**src/rtl/prio_pkg.sv**
```systemverilog
// Shared helpers for one-hot priority logic: width derivation and one-hot to binary encode.
package prio_pkg;
  localparam int MAXW  = 1024;
  localparam int MAXIW = 10;

  function automatic int clog2(input int v);
    int r;
    r = 0;
    for (int i = 0; i < 31; i++)
      if ((1 << i) < v) r = i + 1;
    return r;
  endfunction

  // Callers zero-extend their one-hot vector to MAXW and truncate the result to their own index width.
  function automatic logic [MAXIW-1:0] onehot2bin(input logic [MAXW-1:0] oh);
    logic [MAXIW-1:0] b;
    b = '0;
    for (int i = 0; i < MAXW; i++)
      if (oh[i]) b = b | MAXIW'(i);
    return b;
  endfunction
endpackage

```
**src/rtl/prio.sv**
```systemverilog
// Combinational one-hot priority selector: the highest set index wins.
module prio #(
  parameter int DW = 32
) (
  input  logic [DW-1:0] req,
  output logic [DW-1:0] sel,
  output logic          valid
);
  assign valid = |req;

  for (genvar i = 0; i < DW; i++) begin : g_bit
    if (i == DW-1) begin : g_top
      assign sel[i] = req[i];
    end else begin : g_low
      assign sel[i] = req[i] & ~(|req[DW-1:i+1]);
    end
  end
endmodule

```
**src/rtl/prio_sched.sv**
```systemverilog
// Sticky request scheduler: pending vector plus one registered grant slot with valid/ready handshake.
module prio_sched
  import prio_pkg::*;
#(
  parameter int DW = 32,
  parameter int IW = clog2(DW)
) (
  input  logic          clk,
  input  logic          nreset,
  input  logic [DW-1:0] req_in,
  input  logic [DW-1:0] mask,
  input  logic          flush,
  output logic [DW-1:0] grant,
  output logic [IW-1:0] grant_id,
  output logic          grant_valid,
  input  logic          grant_ready,
  output logic [DW-1:0] pending,
  output logic          busy
);
  logic [DW-1:0] cand, sel;
  logic          sel_any, load;

  assign cand = pending & mask;
  assign load = ~grant_valid | grant_ready;

  prio #(.DW(DW)) u_prio (
    .req   (cand),
    .sel   (sel),
    .valid (sel_any)
  );

  // A same-edge request re-sets the bit being moved into the slot (set beats clear).
  always_ff @(posedge clk or negedge nreset) begin
    if (!nreset) begin
      pending     <= '0;
      grant       <= '0;
      grant_id    <= '0;
      grant_valid <= 1'b0;
    end else if (flush) begin
      pending     <= '0;
      grant       <= '0;
      grant_id    <= '0;
      grant_valid <= 1'b0;
    end else if (load) begin
      pending     <= (pending & ~sel) | req_in;
      grant       <= sel;
      grant_id    <= IW'(onehot2bin(MAXW'(sel)));
      grant_valid <= sel_any;
    end else begin
      pending     <= pending | req_in;
    end
  end

  assign busy = (|pending) | grant_valid;
endmodule

```
**config.mk**
```make
export PLATFORM = sky130hd
export DESIGN_NAME = prio_sched
export DESIGN_NICKNAME = d
export VERILOG_FILES = /design/src/rtl/prio_pkg.sv /design/src/rtl/prio.sv /design/src/rtl/prio_sched.sv
export SDC_FILE = /design/constraint.sdc
export NUM_CORES = 1
export LEC_CHECK = 0
export ABC_AREA = 1
export BUFFER_PORTS_ARGS = -buffer_cell sky130_fd_sc_hd__buf_2
export CORE_MARGIN = 2
export CORE_UTILIZATION = 40
export DETAILED_ROUTE_END_ITERATION = 12
export PLACE_DENSITY = 0.79
export SYNTH_ARGS = -nofsm -noshare
export SYNTH_HDL_FRONTEND = slang
export SYNTH_SLANG_ARGS = --single-unit
export TNS_END_PERCENT = 100
```
**constraint.sdc**
```tcl
create_clock -name clk -period 1.6 [get_ports clk]
set_clock_uncertainty 0.05 [all_clocks]
set_input_delay 0.24 -clock clk [delete_from_list [all_inputs] [get_ports clk]]
set_output_delay 0.24 -clock clk [all_outputs]
set_load 0.1 [all_outputs]
```
==> metrics <==
status=finished with violations; violated checks=negative setup slack; global-route wire length before repair=~24000 µm; CP Buf/Inv Count=1; row cnt=35; # clock sinks=70; synthesized area per cell=approximately 7.5 µm²; R2R Path End=grant_id[1]; drt first pass iters=5; Syn-to-layout area delta=87.54%; Placement Setup Slack=-0.4072 ns; Core Area=approximately 9200 µm²; H-tree level count=3; Synth cell types=30; Skew-Pair Late Insertion Delay=0.37 ns; FF-to-FF path depth=12; relative slew slack=66.60%; fmax=around 460 MHz; DR iter-0 viols=410; max-cap viol count=0; Yosys top cell area share=between 40 and 50%; Yosys top cell by area=dfrtp_1; Cells after Synth=500; Seq pwr share=~34%; maximum VDD drop=0.0004888 V; fin worst setup slack=-0.5896 ns; most used flip-flop cell after synthesis=dfrtp_1; GRT Overall Usage=29.85%; Comb pwr share=39.0%; DRC viols=0; cell area after synthesis=roughly 3800 µm²; Starting Density=around two fifths; number of global-route vias before repair=4823; # setup viols final=62; stages on the worst setup path=5; Max Fanout on Critical Path=2; IO Pins=139; hpwl dp=9878 µm; Via density=5.593; R2R setup slack=-0.39 ns; Routed Wire Length=16830 µm; die width=101.1 µm; slowest CP cell=dfrtp_4; Clk network pwr share=26.9%; initial antenna violation count=0; Worst EP arrival=1.90 ns; Num CTS Buffers=9; minimum clock period=approximately 2.2 ns; PortBufs=around 140; CTS max path bufs=2; Crit. End Element=output port; Final Cycle Share=136.9%; Hold Crit Class=in2reg; RSZ-0062 raised after global routing=true; crit path cell chain=nor4_4 -> nand4_1 -> nor2_2 -> nand2_4 -> buf_12; Sw Share=40.60%; CP endpoint=busy; commonest cells in the netlist=nand2_1 (133), dfrtp_1 (70), inv_1 (53), nor2_1 (46), o21ai_0 (46); gr ovfl total=0; global placement routability congestion=0.9190; worst-margin pin slew=between 0.5 and 0.6 ns; CTS tree=yes; CP delay by family, top=simple AND/OR/NAND/NOR gates; Worst-path clk slew=0.08 ns; Syn. warnings=0; Vias=4838; most common cell in the netlist=nand2_1; CTS Root Cell=clkbuf_8; Critical Path RT=1.31 ns; Placement Cell Area=5444 µm²; r2r startpoint=pending[16]; Startpoint Class=register; Async SR Flop Fraction=between 90% and 100%; Multi-input gate area=2660 µm²; Hold Vio Cnt, Final=0; leakage=0.003629 µW; Antenna Nets Post-Route=0; Die Area=10230 µm²; layout cells sized above 1=63.53%; fillcell total=543; sw power=2338 µW; die outline height=slightly above 100 µm; WS Path Type=reg2out; EDFF count, synth=0; synth top area cells=dfrtp_1 (46%), nand2_1 (13%), o21ai_0 (6.1%), a21oi_1 (5.3%), inv_1 (5.3%); Seq cells post-synth=70; max incr delay on CP=0.51 ns; Diodes inserted=0; final instance area=7079 µm²; Power Density=813.7 nW/µm²; fin. max-slew vios=0; Avg WL per Cell=19.46 µm; post-layout net count=between 800 and 900; sequential element share of the synthesized area=46.40%; CP Launch Point=pending[19]; Pint=between 3000 and 4000 µW; sequential cell area=1853 µm²; syn nets=568; largest net degree at the start of global routing=71
-- cell type report --
class / count / share of cell area (%)
clock inverters: 5 / 0.8130
multi-input cells: 358 / 37.58
flip-flops and latches: 70 / 26.18
repair buffers: 252 / 27.98
inverters: 58 / 3.358
clock buffers: 11 / 2.139
well taps: 111 / 1.962
-- what timing repair did --
| item | 4_1_cts | 5_1_grt |
|---|---|---|
| cloned | 0 | 0 |
| setup buffers | 20 | 14 |
| endpoints found under the setup margin | 78 | 76 |
| pin swaps | 65 | 58 |
| hold endpoints to repair | 70 | 0 |
| hold buffers | 1 | 0 |
| gates resized for setup | 203 | 114 |
-- placed cells by master (no fill, tap or decap), types with 7 or more instances in the layout --
| cell | n |
|---|---|
| nand2_2 | 22 |
| inv_1 | 49 |
| nand2_1 | 88 |
| nand3_1 | 7 |
| a21oi_1 | 28 |
| buf_4 | 69 |
| nand2_4 | 31 |
| dfrtp_1 | 37 |
| a21oi_2 | 12 |
| dfrtp_2 | 9 |
| nand3_4 | 11 |
| clkbuf_8 | 11 |
| nand4_1 | 9 |
| o21ai_1 | 11 |
| nand2_8 | 8 |
| nor2_1 | 32 |
| buf_12 | 14 |
| buf_6 | 51 |
| buf_2 | 112 |
| o21ai_2 | 43 |
| nor2_2 | 8 |
| dfrtp_4 | 24 |
| nor2_4 | 19 |
-- cells by family (layout without fill, tap and decap cells) --
kind of cell,after synthesis,after routing,share of synthesized area (%)
DFF,70,70,46.40
buffers and inverters,72,326,7.623
and+or+nand+nor,260,260,32.71
AOI/OAI and AO/OA,98,98,13.26
-- worst reg2reg max path, delay by kind of cell, from the launching register on --
kind	cells	cell delay, ns
and+or+nand+nor	10	1.07
DFF	1	0.52
buffers and inverters	2	0.30
-- per-layer routing --
metal / GRT usage [%] / vias up / wire length, µm
li1: - / 2137 / -
met1: 36.65 / 2299 / 6192
met2: 51.20 / 319 / 8466
met3: 5.797 / 83 / 1332
met4: 12.99 / 0 / 839
met5: 0 / - / 0
-- state kept, by name, summed over array words and instances (netlist names) --
signal and cells:
grant_valid 1, grant_id 5, pending 32, grant 32
-- power groups by stage --
stage / registers (µW) / logic [µW] / clock network (µW)
after floorplan: 2590 / 476 / 0
after CTS: 1950 / 1980 / 1530
after global placement: 1960 / 1630 / 0
after detailed placement: 1970 / 1650 / 0
final: 1970 / 2240 / 1550
after global routing: 1970 / 2330 / 1630
-- worst min-delay path by stage --
stage / start / endpoint / slack, ns / depth (start not counted)
6_report: req_in[28] / pending[28] / 0.04 / 3
5_1_grt: req_in[2] / pending[2] / 0.05 / 3
4_1_cts: req_in[24] / pending[24] / 0.04 / 3
3_5_place_dp: nreset / grant[9] / 0.24 / 2
3_3_place_gp: nreset / grant[10] / 0.24 / 2
2_1_floorplan: nreset / grant[0] / -0.11 / 0
-- through the flow --
stage               TNS (ns)  power [µW]  util, %  instances  hold WS [ns]
floorplan             -2.611        3064        -        500       -0.1056
global placement      -5.831        3593    59.20        820        0.2361
detailed placement    -7.155        3615    59.20        820        0.2445
CTS                   -6.395        5460    71.37        856       0.04085
global route          -15.74        5936    76.98        865       0.04655
finish                -12.53        5760    76.98        865       0.04450
Power figures use the tool's default switching activity.
